===== config.mk =====
export PLATFORM = sky130hd
export DESIGN_NAME = addition_subtraction
export DESIGN_NICKNAME = d
export VERILOG_FILES = /design/src/rtl/addition_subtraction.sv
export SDC_FILE = /design/constraint.sdc
export NUM_CORES = 2
export LEC_CHECK = 0
export CAP_MARGIN = 20
export CORE_ASPECT_RATIO = 0.5
export CORE_MARGIN = 2
export CORE_UTILIZATION = 35
export CTS_BUF_LIST = sky130_fd_sc_hd__clkbuf_4 sky130_fd_sc_hd__clkbuf_8
export DETAILED_ROUTE_END_ITERATION = 6
export HOLD_SLACK_MARGIN = 0.06
export PLACE_DENSITY = 0.51
export SYNTH_ARGS = -nofsm -noshare
export SYNTH_HDL_FRONTEND = slang
export SYNTH_SLANG_ARGS = --single-unit

===== constraint.sdc =====
create_clock -name clk -period 34 [get_ports clk]
set_input_delay 3.4 -clock clk [delete_from_list [all_inputs] [get_ports clk]]
set_output_delay 3.4 -clock clk [all_outputs]
set_load 0.01 [all_outputs]

===== src/rtl/addition_subtraction.sv =====
// Single-precision float add/subtract/multiply with one registered output stage.
// Truncating rounding; zero/denormal inputs are treated as signed zero.
module addition_subtraction (
  input  logic        clk,
  input  logic        reset,
  input  logic        in_valid,
  input  logic [1:0]  op,
  input  logic [31:0] a_operand,
  input  logic [31:0] b_operand,
  output logic        out_valid,
  output logic [31:0] result,
  output logic        exception
);

  logic        out_valid_q, out_valid_d;
  logic [31:0] result_q, result_d;
  logic        exception_q, exception_d;

  logic        sign_a, sign_b, sign_b_eff;
  logic [7:0]  exp_a, exp_b;
  logic        zero_a, zero_b, invalid;
  logic        is_mul;

  assign sign_a     = a_operand[31];
  assign sign_b     = b_operand[31];
  assign sign_b_eff = sign_b ^ (op == 2'b01);
  assign exp_a      = a_operand[30:23];
  assign exp_b      = b_operand[30:23];
  assign zero_a     = (exp_a == 8'd0);
  assign zero_b     = (exp_b == 8'd0);
  assign invalid    = (exp_a == 8'hFF) || (exp_b == 8'hFF);
  assign is_mul     = op[1];

  // Add/sub datapath
  logic        a_larger, sign_l, sign_s;
  logic [7:0]  exp_l, exp_s, exp_diff;
  logic [23:0] man_l, man_s, man_s_shift, man_diff, man_norm;
  logic [24:0] man_sum;
  logic [4:0]  lead_pos, lz;
  logic signed [9:0] exp_n;
  logic [31:0] addsub_result;
  logic        addsub_exc;

  always_comb begin
    a_larger      = (a_operand[30:0] >= b_operand[30:0]);
    sign_l        = a_larger ? sign_a : sign_b_eff;
    sign_s        = a_larger ? sign_b_eff : sign_a;
    exp_l         = a_larger ? exp_a : exp_b;
    exp_s         = a_larger ? exp_b : exp_a;
    man_l         = a_larger ? {1'b1, a_operand[22:0]} : {1'b1, b_operand[22:0]};
    man_s         = a_larger ? {1'b1, b_operand[22:0]} : {1'b1, a_operand[22:0]};
    exp_diff      = exp_l - exp_s;
    man_s_shift   = (exp_diff >= 8'd24) ? 24'd0 : (man_s >> exp_diff);
    man_sum       = {1'b0, man_l} + {1'b0, man_s_shift};
    man_diff      = man_l - man_s_shift;
    lead_pos      = 5'd0;
    for (int i = 0; i < 24; i++) begin
      if (man_diff[i]) lead_pos = 5'(i);
    end
    lz            = 5'd23 - lead_pos;
    man_norm      = man_diff << lz;
    exp_n         = 10'sd0;
    addsub_result = 32'd0;
    addsub_exc    = 1'b0;

    if (zero_b) begin
      addsub_result = a_operand;
    end else if (zero_a) begin
      addsub_result = {sign_b_eff, b_operand[30:0]};
    end else if (sign_l == sign_s) begin
      exp_n = $signed({2'b00, exp_l}) + $signed({9'd0, man_sum[24]});
      if (exp_n > 10'sd254) begin
        addsub_result = {sign_l, 31'h7F800000};
        addsub_exc    = 1'b1;
      end else if (man_sum[24]) begin
        addsub_result = {sign_l, exp_n[7:0], man_sum[23:1]};
      end else begin
        addsub_result = {sign_l, exp_n[7:0], man_sum[22:0]};
      end
    end else if (man_diff == 24'd0) begin
      addsub_result = 32'd0;
    end else begin
      exp_n = $signed({2'b00, exp_l}) - $signed({5'd0, lz});
      if (exp_n < 10'sd1) begin
        addsub_result = {sign_l, 31'd0};
      end else begin
        addsub_result = {sign_l, exp_n[7:0], man_norm[22:0]};
      end
    end
  end

  // Multiply datapath
  logic [47:0] product;
  logic        sign_m;
  logic signed [9:0] exp_m;
  logic [31:0] mul_result;
  logic        mul_exc;

  always_comb begin
    sign_m     = sign_a ^ sign_b;
    product    = 48'({1'b1, a_operand[22:0]}) * 48'({1'b1, b_operand[22:0]});
    exp_m      = $signed({2'b00, exp_a}) + $signed({2'b00, exp_b}) - 10'sd127
                 + $signed({9'd0, product[47]});
    mul_result = 32'd0;
    mul_exc    = 1'b0;
    if (zero_a || zero_b) begin
      mul_result = {sign_m, 31'd0};
    end else if (exp_m > 10'sd254) begin
      mul_result = {sign_m, 31'h7F800000};
      mul_exc    = 1'b1;
    end else if (exp_m < 10'sd1) begin
      mul_result = {sign_m, 31'd0};
    end else if (product[47]) begin
      mul_result = {sign_m, exp_m[7:0], product[46:24]};
    end else begin
      mul_result = {sign_m, exp_m[7:0], product[45:23]};
    end
  end

  // Idle cycles keep the last result visible with out_valid low
  always_comb begin
    out_valid_d = in_valid;
    result_d    = result_q;
    exception_d = exception_q;
    if (in_valid) begin
      if (invalid) begin
        result_d    = 32'h7FC00000;
        exception_d = 1'b1;
      end else if (is_mul) begin
        result_d    = mul_result;
        exception_d = mul_exc;
      end else begin
        result_d    = addsub_result;
        exception_d = addsub_exc;
      end
    end
  end

  always_ff @(posedge clk) begin
    if (reset) begin
      out_valid_q <= 1'b0;
      result_q    <= 32'd0;
      exception_q <= 1'b0;
    end else begin
      out_valid_q <= out_valid_d;
      result_q    <= result_d;
      exception_q <= exception_d;
    end
  end

  assign out_valid = out_valid_q;
  assign result    = result_q;
  assign exception = exception_q;

endmodule


Word level (Yosys, flattened, before mapping) --
Index checks and enable logic that the tools add are counted. Widths: inputs -> output; s select.
Storage, ports and cells: flip-flop bits (word level) 34, bits of input ports 69, output and inout port bits 34, logic and storage cells 83
Cells by class: add/subtract/negate cells 9, multipliers 1, magnitude comparators 6, eq/ne operators 4, shift operators 2, multiplexer cells 51, bitwise logic cells 2, reduce and logical (&&, ||, !) cells 5
Operators by type and width (number):
- $mux 32 | 6
- $mux 31 | 5
- $mux 5 | 22
- $mux 23 | 4
- $mul 24x24->48 | 1
- $ge 31x31->1 | 1
- $add 24x24->25 | 1
- $logic_not 24->1 | 1
- $mux 24 | 1
- $shl 24x5->23 | 1
- $shr 24x8->24 | 1
- $sub 24x24->24 | 1
- $eq 8x8->1 const B | 2
- $logic_not 8->1 | 2
- $mux 8 | 2
- $mux 1 | 11
- $add 10x2->10 | 1
- $gt 10x9->1 const B | 1
- $lt 10x2->1 const B | 1
- $sub 9x7->10 const B | 1
- $add 8x1->9 | 1
- $add 8x8->9 | 1
- $gt 9x8->1 const B | 1
- $lt 9x2->1 const B | 1
- 8 further kinds | 10

Depth between registers and ports, before layout --
depth in word-level cells 39, depth in mapped cells 61, mapped depth without buffers 51

Worst setup path before layout --
Ideal clock, no wire load.
path type input to register, start point in a_operand[0], end point reg result_q[0], in the netlist result[0], setup time 59 ps, arrival time 14448 ps, required time 33941 ps, path slack 19493 ps, stages on the path 55, path buffers 12, cells stage by stage clkbuf_1 -> clkinv_1 -> buf_1 -> ha_1 -> nand3_1 -> nor4_1 -> a2111oi_4 -> o211a_1 -> buf_2 -> nand2_1 -> clkbuf_1 -> clkbuf_1 -> nor2_1 -> a21oi_1 -> ha_1 -> a21oi_1 -> a21oi_1 -> o2111ai_1 -> [... 19 more ...] -> buf_2 -> ha_1 -> nor2b_1 -> o21ai_0 -> nand2b_1 -> a21o_1 -> a21oi_1 -> xnor2_1 -> nor4_1 -> maj3_1 -> nand2_1 -> nand2_1 -> or2_2 -> clkbuf_1 -> nor3_1 -> a211oi_1 -> o31ai_1 -> a22o_1
On the way: cells in the longest elaborated chain, start to end 39, elaborated cells between the ends (all ways) 61, classes of those cells 7 x add/sub; 1 x mul; 6 x order compare; 1 x eq/ne; 2 x shift; 43 x mux; 1 x reduce/logical
RTL lines:
- start, declared | line 8 | input logic [31:0] a_operand,
- $ge 31x31->1 | line 45 | a_larger = (a_operand[30:0] >= b_operand[30:0]);
- $mux 8, on equally long branches | line 48, 49
- $sub 8x8->8 | line 52 | exp_diff = exp_l - exp_s;
- $shr 24x8->24 or $ge 8x5->1 (tied branches) | line 53 | man_s_shift = (exp_diff >= 8'd24) ? 24'd0 : (man_s >> exp_diff);
- $mux 24 | line 53
- $sub 24x24->24 | line 55 | man_diff = man_l - man_s_shift;
- $mux 1 | line 58 | if (man_diff[i]) lead_pos = 5'(i);
- $mux 5 (22 in a row) | line 58
- [... 2 more ...]
- $lt 9x2->1 | line 84 | if (exp_n < 10'sd1) begin
- $mux 31 | line 84
- $mux 32 | line 80 | end else if (man_diff == 24'd0) begin
- $mux 32 | line 70 | end else if (sign_l == sign_s) begin
- $mux 32 | line 68 | end else if (zero_a) begin
- $mux 32 | line 66 | if (zero_b) begin
- $mux 32 (*) | line 129 | end else if (is_mul) begin
- $mux 32 (*) | line 126 | if (invalid) begin
- end signal, assigned | line 146 | result_q <= result_d;
- end, declared | line 16 | logic [31:0] result_q, result_d;
Mark *: on every way between the ends. The rest lies on a longest branch, timed or not. A chain may end at the register's enable or synchronous reset.

Final worst setup path --
Same ends and word-level chain as after synthesis.

==> impl_results.md <==
- Layout-stage area growth over the synthesis result: 8.00%
- Final count of negative-setup-slack endpoints: 0
- Fraction of the yosys area taken by sequential cells: 2.37%
- Detailed Route Iter0 Violations: approximately 2200
- Fin crit period: ~17000 ps
- Headroom to the max-slew limit: between 10% and 20%
- Setup repair after global routing missed its margin: no
- Placed wire-length estimate: approximately 84 mm
- Rows: between 70 and 80
- Reg2reg setup slack: ~32000 ps
- Post-route DRC: 0
- Count of instances resized after the clock tree is built: 0
- Mean instance size in the synthesized netlist: slightly below 8 sq um
- Maximum number of pins on one net before global-route repair: 65
- Launching point of the worst reg2reg path: result[20]
- Placer Congestion: 0.949
- I/O pin count: 103
- Reg-to-reg endpoint: result[20]
- Class of the most critical setup path: in2reg
- Flip-flop and latch count after synthesis: 34
- Clock transition at the registers of the reported paths: 90 ps
- Chip height: 206 microns
- Number of antenna violations at the first check in global routing: 1
- TritonCTS clock tree: yes
- Syn Std Cell Area: ~29000 sq um
- Die width: approximately 400 microns
- Full die area: between 80000 and 90000 sq um
- Top FF cell, synth: sky130_fd_sc_hd__dfxtp_1
- Final Cycle Share: between 50% and 60%
- Placeable core area: 81400 sq um
- Fmax: between 50 and 60 MHz
- Depth of the worst register-to-register path: 3
- Critical Path Sink Type: flip-flop
- Total Wirelength: around 110 mm
- First-pass GRT wire length: ~170 mm
- Via count of the first global-routing pass: between 20000 and 30000
- Number of clock sinks seen by CTS: 34
- Endpoint of the worst hold-timing path: exception
- Starting density of the core: about a third
- H-tree depth: 2
- Hold buffer count at CTS: 0
- Clock buffer depth: 2
- Number of optimization iterations in the first detailed-route pass: 6
- Number of warning messages in the yosys log: 0
- Worst min-delay path class: reg2reg
- Routed length per instance: roughly 24 microns
- Final number of max-transition violations: 0
- Number of vias after detailed routing: 26100
- Worst path bufs/invs: 5
- Unique cell type count in the Yosys netlist: 97
- Req. time, crit path: approximately 34000 ps
- Per-cell via count in the routed design: 5.50
- Post-synth ARST share: 0%
- Most prevalent standard cell on the critical path: sky130_fd_sc_hd__a21oi_1
- Fin nets: ~4500
- Post-CTS repair timing setup buffer count: 0
- Input/output buffers: 102
- Antenna Nets Post-Route: 0
- Clock insertion delay at the later pin of the skew report: roughly 300 ps
- Max-cap violations: 0
- Count of endpoints failing hold in the final timing report: 0
- Total clock buffers created by CTS: 5
- Critical Path AT: approximately 18000 ps
- Peak per-stage delay on the critical path: between 700 and 800 ps
- Cell with the largest stage delay on the worst path: sky130_fd_sc_hd__nand2_1
- Cell count of the worst hold path: 2
- Status: completed
- Clk_skew: 0 ps
- Top cell family by delay on the critical path: simple AND/OR/NAND/NOR gates
- Number of enable-type register cells in the synthesized netlist: 0
- Clock Root Buffer: sky130_fd_sc_hd__clkbuf_8
- Total GRT Usage: between 20% and 30%
- GR Overflow Total: 0
- Worst Hold Launch: exception
- Number of nets in the synthesized netlist: 4491
- Number of instances in the synthesized netlist: between 3000 and 4000
- Fraction of final layout cells with drive strength greater than 1: ~3.6%
- Slew at the pin closest to its max-slew limit: 1230 ps
- Crit path max fanout: 65
- Post-Route Setup TNS: 0 ps
- Element type at the critical path start: input pin
==> tightest hold or removal path, stage by stage, from the launching register on <==
cell	delay, ps
sky130_fd_sc_hd__dfxtp_1	310
sky130_fd_sc_hd__nor2_1	80
sky130_fd_sc_hd__nor3_1	50
==> how the worst max path moves through the flow <==
stage / depth (start not counted) / to / start
2_1_floorplan: 55 / result[0] / a_operand[0]
3_3_place_gp: 49 / result[28] / a_operand[0]
3_5_place_dp: 49 / result[0] / a_operand[0]
4_1_cts: 49 / result[0] / a_operand[0]
5_1_grt: 49 / result[28] / a_operand[0]
6_report: 49 / result[0] / a_operand[0]
==> placed cells by master (no fill, tap or decap), types with 77 or more instances in the layout <==
cell,n
sky130_fd_sc_hd__fa_1,485
sky130_fd_sc_hd__inv_1,655
sky130_fd_sc_hd__mux2i_1,77
sky130_fd_sc_hd__clkdlybuf4s50_1,102
sky130_fd_sc_hd__nor2_1,237
sky130_fd_sc_hd__nand2_1,487
sky130_fd_sc_hd__ha_1,291
sky130_fd_sc_hd__and2_1,198
sky130_fd_sc_hd__o21ai_0,113
sky130_fd_sc_hd__a21oi_1,174
==> cell usage after synthesis, types with 14 or more instances <==
| master | count | area, sq um |
|---|---|---|
| sky130_fd_sc_hd__a211oi_1 | 42 | 315 |
| sky130_fd_sc_hd__a21o_1 | 37 | 278 |
| sky130_fd_sc_hd__a21oi_1 | 174 | 871 |
| sky130_fd_sc_hd__a221oi_1 | 18 | 158 |
| sky130_fd_sc_hd__a31oi_1 | 32 | 200 |
| sky130_fd_sc_hd__and2_1 | 198 | 1240 |
| sky130_fd_sc_hd__buf_1 | 15 | 56.3 |
| sky130_fd_sc_hd__buf_2 | 22 | 110 |
| sky130_fd_sc_hd__clkbuf_1 | 149 | 559 |
| sky130_fd_sc_hd__dfxtp_1 | 34 | 681 |
| sky130_fd_sc_hd__fa_1 | 485 | 9710 |
| sky130_fd_sc_hd__ha_1 | 291 | 3640 |
| sky130_fd_sc_hd__inv_1 | 655 | 2460 |
| sky130_fd_sc_hd__mux2i_1 | 77 | 771 |
| sky130_fd_sc_hd__nand2_1 | 488 | 1830 |
| sky130_fd_sc_hd__nand2b_1 | 22 | 138 |
| sky130_fd_sc_hd__nand3_1 | 46 | 230 |
| sky130_fd_sc_hd__nand4_1 | 18 | 113 |
| sky130_fd_sc_hd__nor2_1 | 238 | 893 |
| sky130_fd_sc_hd__nor2b_1 | 20 | 125 |
| sky130_fd_sc_hd__nor3_1 | 49 | 245 |
| sky130_fd_sc_hd__nor4_1 | 17 | 106 |
| sky130_fd_sc_hd__o211ai_1 | 32 | 240 |
| sky130_fd_sc_hd__o21a_1 | 15 | 113 |
| sky130_fd_sc_hd__o21ai_0 | 113 | 566 |
| sky130_fd_sc_hd__o21bai_1 | 19 | 143 |
| sky130_fd_sc_hd__o221ai_1 | 15 | 131 |
| sky130_fd_sc_hd__o22ai_1 | 19 | 119 |
| sky130_fd_sc_hd__or3_1 | 14 | 87.6 |
| sky130_fd_sc_hd__xnor2_1 | 52 | 455 |
| sky130_fd_sc_hd__xor2_1 | 26 | 228 |
==> per-layer routing <==
metal	up-vias	GRT usage [%]	wire length, microns
li1	11700	-	-
met1	13100	37.3	50100
met2	1122	43.4	50200
met3	169	3.81	8590
met4	0	6.73	2890
met5	-	0	0
==> area by class of cell <==
type	count	area [sq um]
Multi-Input combinational cell	2758	24800
Inverter	661	2490
Clock buffer	5	68.8
Tap cell	1102	1380
Fill cell	8574	50400
Antenna cell	4	10.0
Sequential cell	34	681
Clock inverter	2	10.0
Timing Repair Buffer	175	1570
==> logic make-up after synthesis <==
| logic type | Yosys count | share of synthesized area [%] |
|---|---|---|
| AO/OA/AOI/OAI | 655 | 15.3 |
| XOR/XNOR | 78 | 2.38 |
| adder cells (fa/ha/maj) | 777 | 46.6 |
| buffers and inverters | 854 | 11.4 |
| flip-flops | 34 | 2.37 |
| multiplexers | 86 | 3.05 |
| AND/OR/NAND/NOR | 1162 | 18.9 |
==> registers in the layout (all words and copies together), names as in the netlist <==
name       flops
result        32
exception      1
out_valid      1
==> through the flow <==
stage                     instances  area, sq um  hold WS (ps)  utilization, %  setup slack, ps
after floorplan                3646        28700           495               -            19490
after global placement         4730        30900           471            38.0            16710
after detailed placement       4730        30900           472            38.0            16520
after CTS                      4737        31000           488            38.1            16800
after global routing           4737        31000           510            38.1            15270
final                          4741        31000           482            38.1            16510
Power is left out: the tool's default activity adds up to more than one toggle a clock period on the data nets, which glitch-free logic cannot reach.
